[src/rtl/lenet_pkg.sv]
// Shared definitions for the LeNet accelerator result path.
// Holds the result streamer FSM encoding and the default vector geometry.
package lenet_pkg;

    typedef enum logic [1:0] {
        ST_IDLE,
        ST_STREAM,
        ST_DONE
    } result_state_t;

    localparam int LENET_BITWIDTH    = 32;
    localparam int LENET_NUM_CLASSES = 10;

endpackage : lenet_pkg

[src/rtl/lenet_argmax_tracker.sv]
// Running signed argmax over the beats of one result vector.
// Built only when LENET_RESULT_ARGMAX_EN is defined.
// The beat with index 0 always seeds the running best. Later beats replace it
// only on a strictly greater score, so ties keep the lower index.
`ifdef LENET_RESULT_ARGMAX_EN
module lenet_argmax_tracker
    import lenet_pkg::*;
#(
    parameter int BITWIDTH = LENET_BITWIDTH,
    parameter int IDX_W    = 4
) (
    input  logic                clk,
    input  logic                rst,
    input  logic                i_beat_valid,
    input  logic [BITWIDTH-1:0] i_word,
    input  logic [IDX_W-1:0]    i_idx,
    output logic [IDX_W-1:0]    o_best_idx
);

    logic signed [BITWIDTH-1:0] r_bestVal;
    logic        [IDX_W-1:0]    r_bestIdx;
    logic                       w_takeBeat;

    // A beat wins if it starts a new vector or beats the current best.
    always_comb begin
        w_takeBeat = 1'b0;
        if (i_beat_valid) begin
            w_takeBeat = (i_idx == '0) || ($signed(i_word) > r_bestVal);
        end
    end

    // Hold the best score seen so far and where it was found.
    always_ff @(posedge clk or posedge rst) begin
        if (rst) begin
            r_bestVal <= '0;
            r_bestIdx <= '0;
        end else if (w_takeBeat) begin
            r_bestVal <= $signed(i_word);
            r_bestIdx <= i_idx;
        end
    end

    assign o_best_idx = r_bestIdx;

endmodule : lenet_argmax_tracker
`endif

[src/rtl/lenet_result_streamer.sv]
// Result streamer: snapshots the accelerator's parallel score vector and
// plays it out one word per valid/ready beat, then pulses class_valid.
// Optional feature macro: LENET_RESULT_ARGMAX_EN (adds argmax class index).
module lenet_result_streamer
    import lenet_pkg::*;
#(
    parameter  int BITWIDTH    = LENET_BITWIDTH,
    parameter  int NUM_CLASSES = LENET_NUM_CLASSES,
    localparam int IDX_W       = $clog2(NUM_CLASSES)
) (
    input  logic                clk,
    input  logic                rst,
    input  logic                i_start,
    input  logic [BITWIDTH-1:0] i_in_vector [NUM_CLASSES-1:0],
    output logic                o_busy,
    output logic                o_out_valid,
    input  logic                i_out_ready,
    output logic [BITWIDTH-1:0] o_out_data,
    output logic [IDX_W-1:0]    o_out_idx,
    output logic                o_out_last,
    output logic                o_class_valid,
    output logic [IDX_W-1:0]    o_class_idx
);

    localparam logic [IDX_W-1:0] LAST_IDX = IDX_W'(NUM_CLASSES - 1);

    result_state_t       r_state;
    logic [BITWIDTH-1:0] r_snap [NUM_CLASSES-1:0];
    logic [IDX_W-1:0]    r_beatIdx;
    logic                w_streaming;
    logic                w_isLast;
    logic                w_beatFire;
    logic                w_capture;

    assign w_streaming = (r_state == ST_STREAM);
    assign w_isLast    = (r_beatIdx == LAST_IDX);
    assign w_beatFire  = w_streaming & i_out_ready;
    assign w_capture   = (r_state == ST_IDLE) & i_start;

    // Sequence IDLE -> STREAM -> DONE -> IDLE; start outside IDLE is dropped.
    always_ff @(posedge clk or posedge rst) begin
        if (rst) begin
            r_state   <= ST_IDLE;
            r_beatIdx <= '0;
        end else begin
            case (r_state)
                ST_IDLE: begin
                    if (i_start) begin
                        r_beatIdx <= '0;
                        r_state   <= ST_STREAM;
                    end
                end
                ST_STREAM: begin
                    if (i_out_ready) begin
                        if (w_isLast) begin
                            r_state <= ST_DONE;
                        end else begin
                            r_beatIdx <= r_beatIdx + IDX_W'(1);
                        end
                    end
                end
                ST_DONE: begin
                    r_state <= ST_IDLE;
                end
                default: begin
                    r_state <= ST_IDLE;
                end
            endcase
        end
    end

    // Freeze the whole score vector at start so later input changes cannot leak in.
    always_ff @(posedge clk or posedge rst) begin
        if (rst) begin
            for (int i = 0; i < NUM_CLASSES; i++) begin
                r_snap[i] <= '0;
            end
        end else if (w_capture) begin
            for (int i = 0; i < NUM_CLASSES; i++) begin
                r_snap[i] <= i_in_vector[i];
            end
        end
    end

    // Beat outputs are derived from registered state, so they sit still under back-pressure.
    always_comb begin
        o_out_valid = w_streaming;
        o_out_data  = '0;
        o_out_idx   = '0;
        o_out_last  = 1'b0;
        if (w_streaming) begin
            o_out_data = r_snap[r_beatIdx];
            o_out_idx  = r_beatIdx;
            o_out_last = w_isLast;
        end
    end

    assign o_busy        = (r_state != ST_IDLE);
    assign o_class_valid = (r_state == ST_DONE);

`ifdef LENET_RESULT_ARGMAX_EN
    logic [IDX_W-1:0] w_bestIdx;
    logic [IDX_W-1:0] r_classIdx;

    lenet_argmax_tracker #(
        .BITWIDTH (BITWIDTH),
        .IDX_W    (IDX_W)
    ) u_argmax (
        .clk          (clk),
        .rst          (rst),
        .i_beat_valid (w_beatFire),
        .i_word       (o_out_data),
        .i_idx        (r_beatIdx),
        .o_best_idx   (w_bestIdx)
    );

    // Latch the winner in DONE so class_idx holds until the next vector finishes.
    always_ff @(posedge clk or posedge rst) begin
        if (rst) begin
            r_classIdx <= '0;
        end else if (r_state == ST_DONE) begin
            r_classIdx <= w_bestIdx;
        end
    end

    assign o_class_idx = (r_state == ST_DONE) ? w_bestIdx : r_classIdx;
`else
    logic w_unusedFire;
    assign w_unusedFire = w_beatFire;
    assign o_class_idx  = '0;
`endif

endmodule : lenet_result_streamer
[config.mk]
export PLATFORM = sky130hd
export DESIGN_NAME = lenet_result_streamer
export DESIGN_NICKNAME = d
export VERILOG_FILES = /design/src/rtl/lenet_pkg.sv /design/src/rtl/lenet_argmax_tracker.sv /design/src/rtl/lenet_result_streamer.sv
export SDC_FILE = /design/constraint.sdc
export NUM_CORES = 1
export LEC_CHECK = 0
export BUFFER_PORTS_ARGS = -buffer_cell sky130_fd_sc_hd__buf_2
export CORE_ASPECT_RATIO = 0.8
export CORE_MARGIN = 1
export CORE_UTILIZATION = 40
export DETAILED_ROUTE_END_ITERATION = 8
export PLACE_DENSITY_LB_ADDON = 0.08
export SLEW_MARGIN = 20
export SYNTH_ARGS = -nofsm -noshare
export SYNTH_HDL_FRONTEND = slang
export SYNTH_SLANG_ARGS = --single-unit
[constraint.sdc]
create_clock -name clk -period 11.9 [get_ports clk]
set_input_delay 1.785 -clock clk [delete_from_list [all_inputs] [get_ports clk]]
set_output_delay 1.785 -clock clk [all_outputs]
set_load 0.03 [all_outputs]
# Word-level counts from Yosys, hierarchy flattened
# Index checks and enable logic that the tools add are counted.
[totals]
reg_bits = 326
out_inout_bits = 44
wordCells = 40
[classes]
addsub = 1
order_cmp = 1
eq_ne = 7
muxes = 13
bitwise = 1
n_reduce_logical = 5
[op_table]
columns = ["operator", "count"]
rows = [
  ["binary-select mux 32 bit (select 4 bit)", 1],
  ["2-to-1 mux 32 bit", 2],
  ["2-to-1 mux 4 bit", 4],
  ["case mux 4 bit (2 select lines)", 1],
  ["2-to-1 mux 2 bit", 3],
  ["< comparator 4 x 5 -> 1 bit, second input constant", 1],
  ["adder 4 x 1 -> 4 bit, second input constant", 1],
  ["== test 4 bit, second input constant", 1],
  ["inequality test 2 x 1 -> 1 bit, second input constant", 2],
  ["inequality test 2 bit, second input constant", 2],
  ["case mux 2 bit (2 select lines)", 1],
  ["AND reduction 4 bit", 1],
  ["nonzero test 2 bit", 2],
  ["AND reduction 3 bit", 1],
  ["== test 2 x 1 -> 1 bit, second input constant", 1],
  ["== test 2 bit, second input constant", 1],
  ["logical NOT 2 bit", 1],
  ["bitwise AND 1 bit", 1],
  ["2-to-1 mux 1 bit", 1],
]

# Logic depth before layout (Yosys ltp)
[logic_depth]
word_depth = 4
mapped_depth = 7
ltp_nobuf = 5

# Worst setup path before layout
# OpenSTA, ideal clock, no wires.
[synth_path]
path_type = "register -> output"
startpoint = "register r_beatIdx[0]"
endpoint = "output port o_out_data[0]"
arrival_ps = 2064
path_slack_ps = 8051
stages_incl_launch_ff = 7
n_path_buf = 3
cell_sequence = "dfrtp_1 buf_4 buf_12 buf_12 mux2i_1 a221o_1 a211oi_1"
[synth_via]
elab_chain_cells = 3
[synth_rtl]
columns = ["element", "line", "source"]
rows = [
  ["from (decl)", "lenet_result_streamer.sv:29", "logic [IDX_W-1:0] r_beatIdx;"],
  ["from (signal assigned)", "lenet_result_streamer.sv:58", "r_beatIdx <= r_beatIdx + IDX_W'(1);"],
  ["binary-select mux 32 bit (select 4 bit)", "lenet_result_streamer.sv:92", "o_out_data = r_snap[r_beatIdx];"],
  ["2-to-1 mux 32 bit (not written as such)", "lenet_result_streamer.sv:92", ""],
  ["2-to-1 mux 32 bit", "lenet_result_streamer.sv:91", "if (w_streaming) begin"],
  ["to (decl)", "lenet_result_streamer.sv:18", "output logic [BITWIDTH-1:0] o_out_data,"],
]
# No other way between the ends. The select of a mux whose other input is x is not followed.

# Worst setup path after layout
[layout_path]
startpoint = "register r_beatIdx[0]"
endpoint = "output port o_out_data[1]"
# Same word-level chain as after synthesis.

==> results.cfg <==
[routing]
wirelength_um = 44660
drtAntennaViolNets = 0
drc_errors = 0
wl_met2_um = 21880
met3_length_um = 2973
highest-signal-layer = met5
vias_per_cell = 5.108
dr.pass1.iters = 5
vias = 9858
drtIter0Drc = 482
drt-met1-wl_um = 18710
detail_route.wl_per_cell_um = 23.14

[logic_synthesis]
synth_warnings = 0
synth_top_cells_by_count = dfrtp_1, mux2_4, mux2_2, mux2i_1, a211oi_1
yosys.area.top_type = dfrtp_1
synth-edff-count = 0
syn-instance-count = 1026
yosysMostFrequentCell = dfrtp_1
synth_area_um2 = 16360
synthFlopType = dfrtp_1
avgSynthCellArea_um2 = 15.95
ys_ff_latch = 326
synth.area.top_cells = dfrtp_1, mux2_4, mux2_2, mux4_2, mux2i_1
synth_cell_types = 34
synth_top_cell_area_share_pct = 49.85
async_flop_share_pct = 100.0
ys_seq_area_share_pct = 49.85

[pwr]
clkPwrFrac_pct = 19.7
total_power_uw = 5942
pwr-share-seq_pct = 34.9
pwr-share-comb_pct = 45.4
peakVddDrop_mv = 0.1487
leakage_uw = 0.009791
p_sw_uw = 2067
powerDensity_nw_per_um2 = 303.6
p_sw_share_pct = 34.79
internal_power_uw = 3875

[critical_path]
critPathKind = register to output pin
cp-end-kind = output pin
cp-start-kind = register
critPathArrivalTime_ns = 3.56
critical_path_required_ns = 10.12
cp_max_fo = 48

[flow_run]
drv_cap = 0

[timing]
max_freq_mhz = 187.0
hold_viol_final = 0
clock_skew_ns = 0.01239
period_share_pct = 44.93
setup_viol = 0
timing.setup.tns_ns = 0
rsz0062_at_grt = false
tightestPinTransition_ns = 1.134
final.min_clock_period_ns = 5.347
slew_violations = 0
layout_setup_ws_ns = 6.553
slew_headroom_pct = 24.42

[place]
post-dp-hpwl_um = 30630
placed_cell_area_um2 = 18290
pre_cts_slack_ns = 7.036
gp_congestion = 0.7500
port_buffers = 363

[cts]
tritoncts = done
hold_buffers = 0
cts.htree.levels = 2
clk_path_buf_depth = 3
postCtsSetupRepairBufs = 0
clkLatencyLatePin_ns = 0.53
cts_made_buffers = 38
cts.sink_count = 326
cts_resized = 0
clk_pin_slew_ns = 0.06
cts-root-buf = clkbuf_16

[global_route]
track_usage_pct = 21.35
grt_max_degree = 132
antenna_found_initial = 19
overflow = 0
grt_pass1_vias = 10670
grt_first_pass_wirelength_um = 67530

[final_layout]
fin_util_pct = 49.11
drive_above_1_share_pct = 59.88
fin_area_um2 = 19570
final_net_count = 1686
area_delta_synth_final_pct = 19.59

[die]
die_y_um = 182.9
io_pins = 368
die_w_um = 228.1
placeableCoreArea_um2 = 39850
rows = 65
start_util_pct = 41.06
dieArea_um2 = 41730

[outcome]
status = finished, final reports clean

[min_path]
hold_path.class = register to register
## state kept, by name (all words and copies together) (netlist names)
| register | flops |
|---|---|
| r_beatIdx | 4 |
| r_snap | 320 |
| r_state | 2 |
## worst paths after layout
path                                               start  slack (ns)                  endpoint  cells past startpoint
worst min register to register   r_snap[298]$_DFFE_PP0P_        0.50   r_snap[298]$_DFFE_PP0P_                      1
min in group asynchronous                            rst        1.47   r_snap[209]$_DFFE_PP0P_                      2
worst max-delay path            r_beatIdx[0]$_DFFE_PP0P_        6.55             o_out_data[1]                      5
worst min-delay path             r_snap[298]$_DFFE_PP0P_        0.50   r_snap[298]$_DFFE_PP0P_                      1
max in group asynchronous                            rst        7.97  r_beatIdx[0]$_DFFE_PP0P_                      4
worst max register to register    r_state[0]$_DFFE_PP0P_        8.65   r_snap[195]$_DFFE_PP0P_                      4
## layout by cell type, fill, tap and decap left out, types with 6 or more instances in the layout
cell       netlist  layout
diode_2          0       8
clkbuf_1        18       6
clkbuf_8         0      13
mux4_2          32      32
mux2i_1         66      66
mux2_4         267     267
a221o_1         32      32
buf_2           21     363
mux2_2          85      85
nand2_1         35      35
a211oi_1        64      64
dfrtp_1        326     323
clkbuf_16        0      41
buf_4            7      13
## layout make-up
| cell class | count | area (um^2) |
|---|---|---|
| diodes | 8 | 20.02 |
| clock buffers | 60 | 1227 |
| clock inverters | 6 | 33.78 |
| fillers | 3537 | 20280 |
| inverters | 5 | 26.28 |
| multi-input cells | 612 | 7492 |
| flip-flops and latches | 326 | 8164 |
| well taps | 536 | 670.6 |
| repair buffers | 377 | 1934 |
## kinds of logic after synthesis
kind of cell,count (synthesis),synth area share (%)
muxes,450,38.79
DFF,326,49.85
AOI/OAI and AO/OA,101,5.077
buffers and inverters,91,4.534
and+or+nand+nor,55,1.568
adders and majority gates,2,0.1529
other,1,0.02292
## worst max-delay path: stages (launching register included)
cell and delay, ns:
dfrtp_4 0.97, buf_4 0.72, mux4_2 0.64, a211oi_1 0.27, a211oi_1 0.09, buf_2 0.24
## metrics by stage
stage / cells / hold WS [ns]
after floorplan: 1029 / 0.4757
after global placement: 1856 / 0.4851
after detailed placement: 1856 / 0.4873
after CTS: 1922 / 0.5046
after global routing: 1925 / 0.5122
final: 1930 / 0.5011
## power by group through the flow
stage	logic (uW)	registers, uW	clock network, uW
finish	2700	2070	1170
global route	2890	2150	1250
CTS	2750	2080	1200
detailed placement	2740	2080	0
global placement	2720	2080	0
floorplan	2280	1890	0
## layer usage
metal | track usage [%] | up-vias
met3 | 6.188 | 74
met1 | 26.77 | 5017
li1 | - | 4497
met2 | 36.04 | 246
met5 | 0 | -
met4 | 5.799 | 24
(Power assumes the default switching activity.)
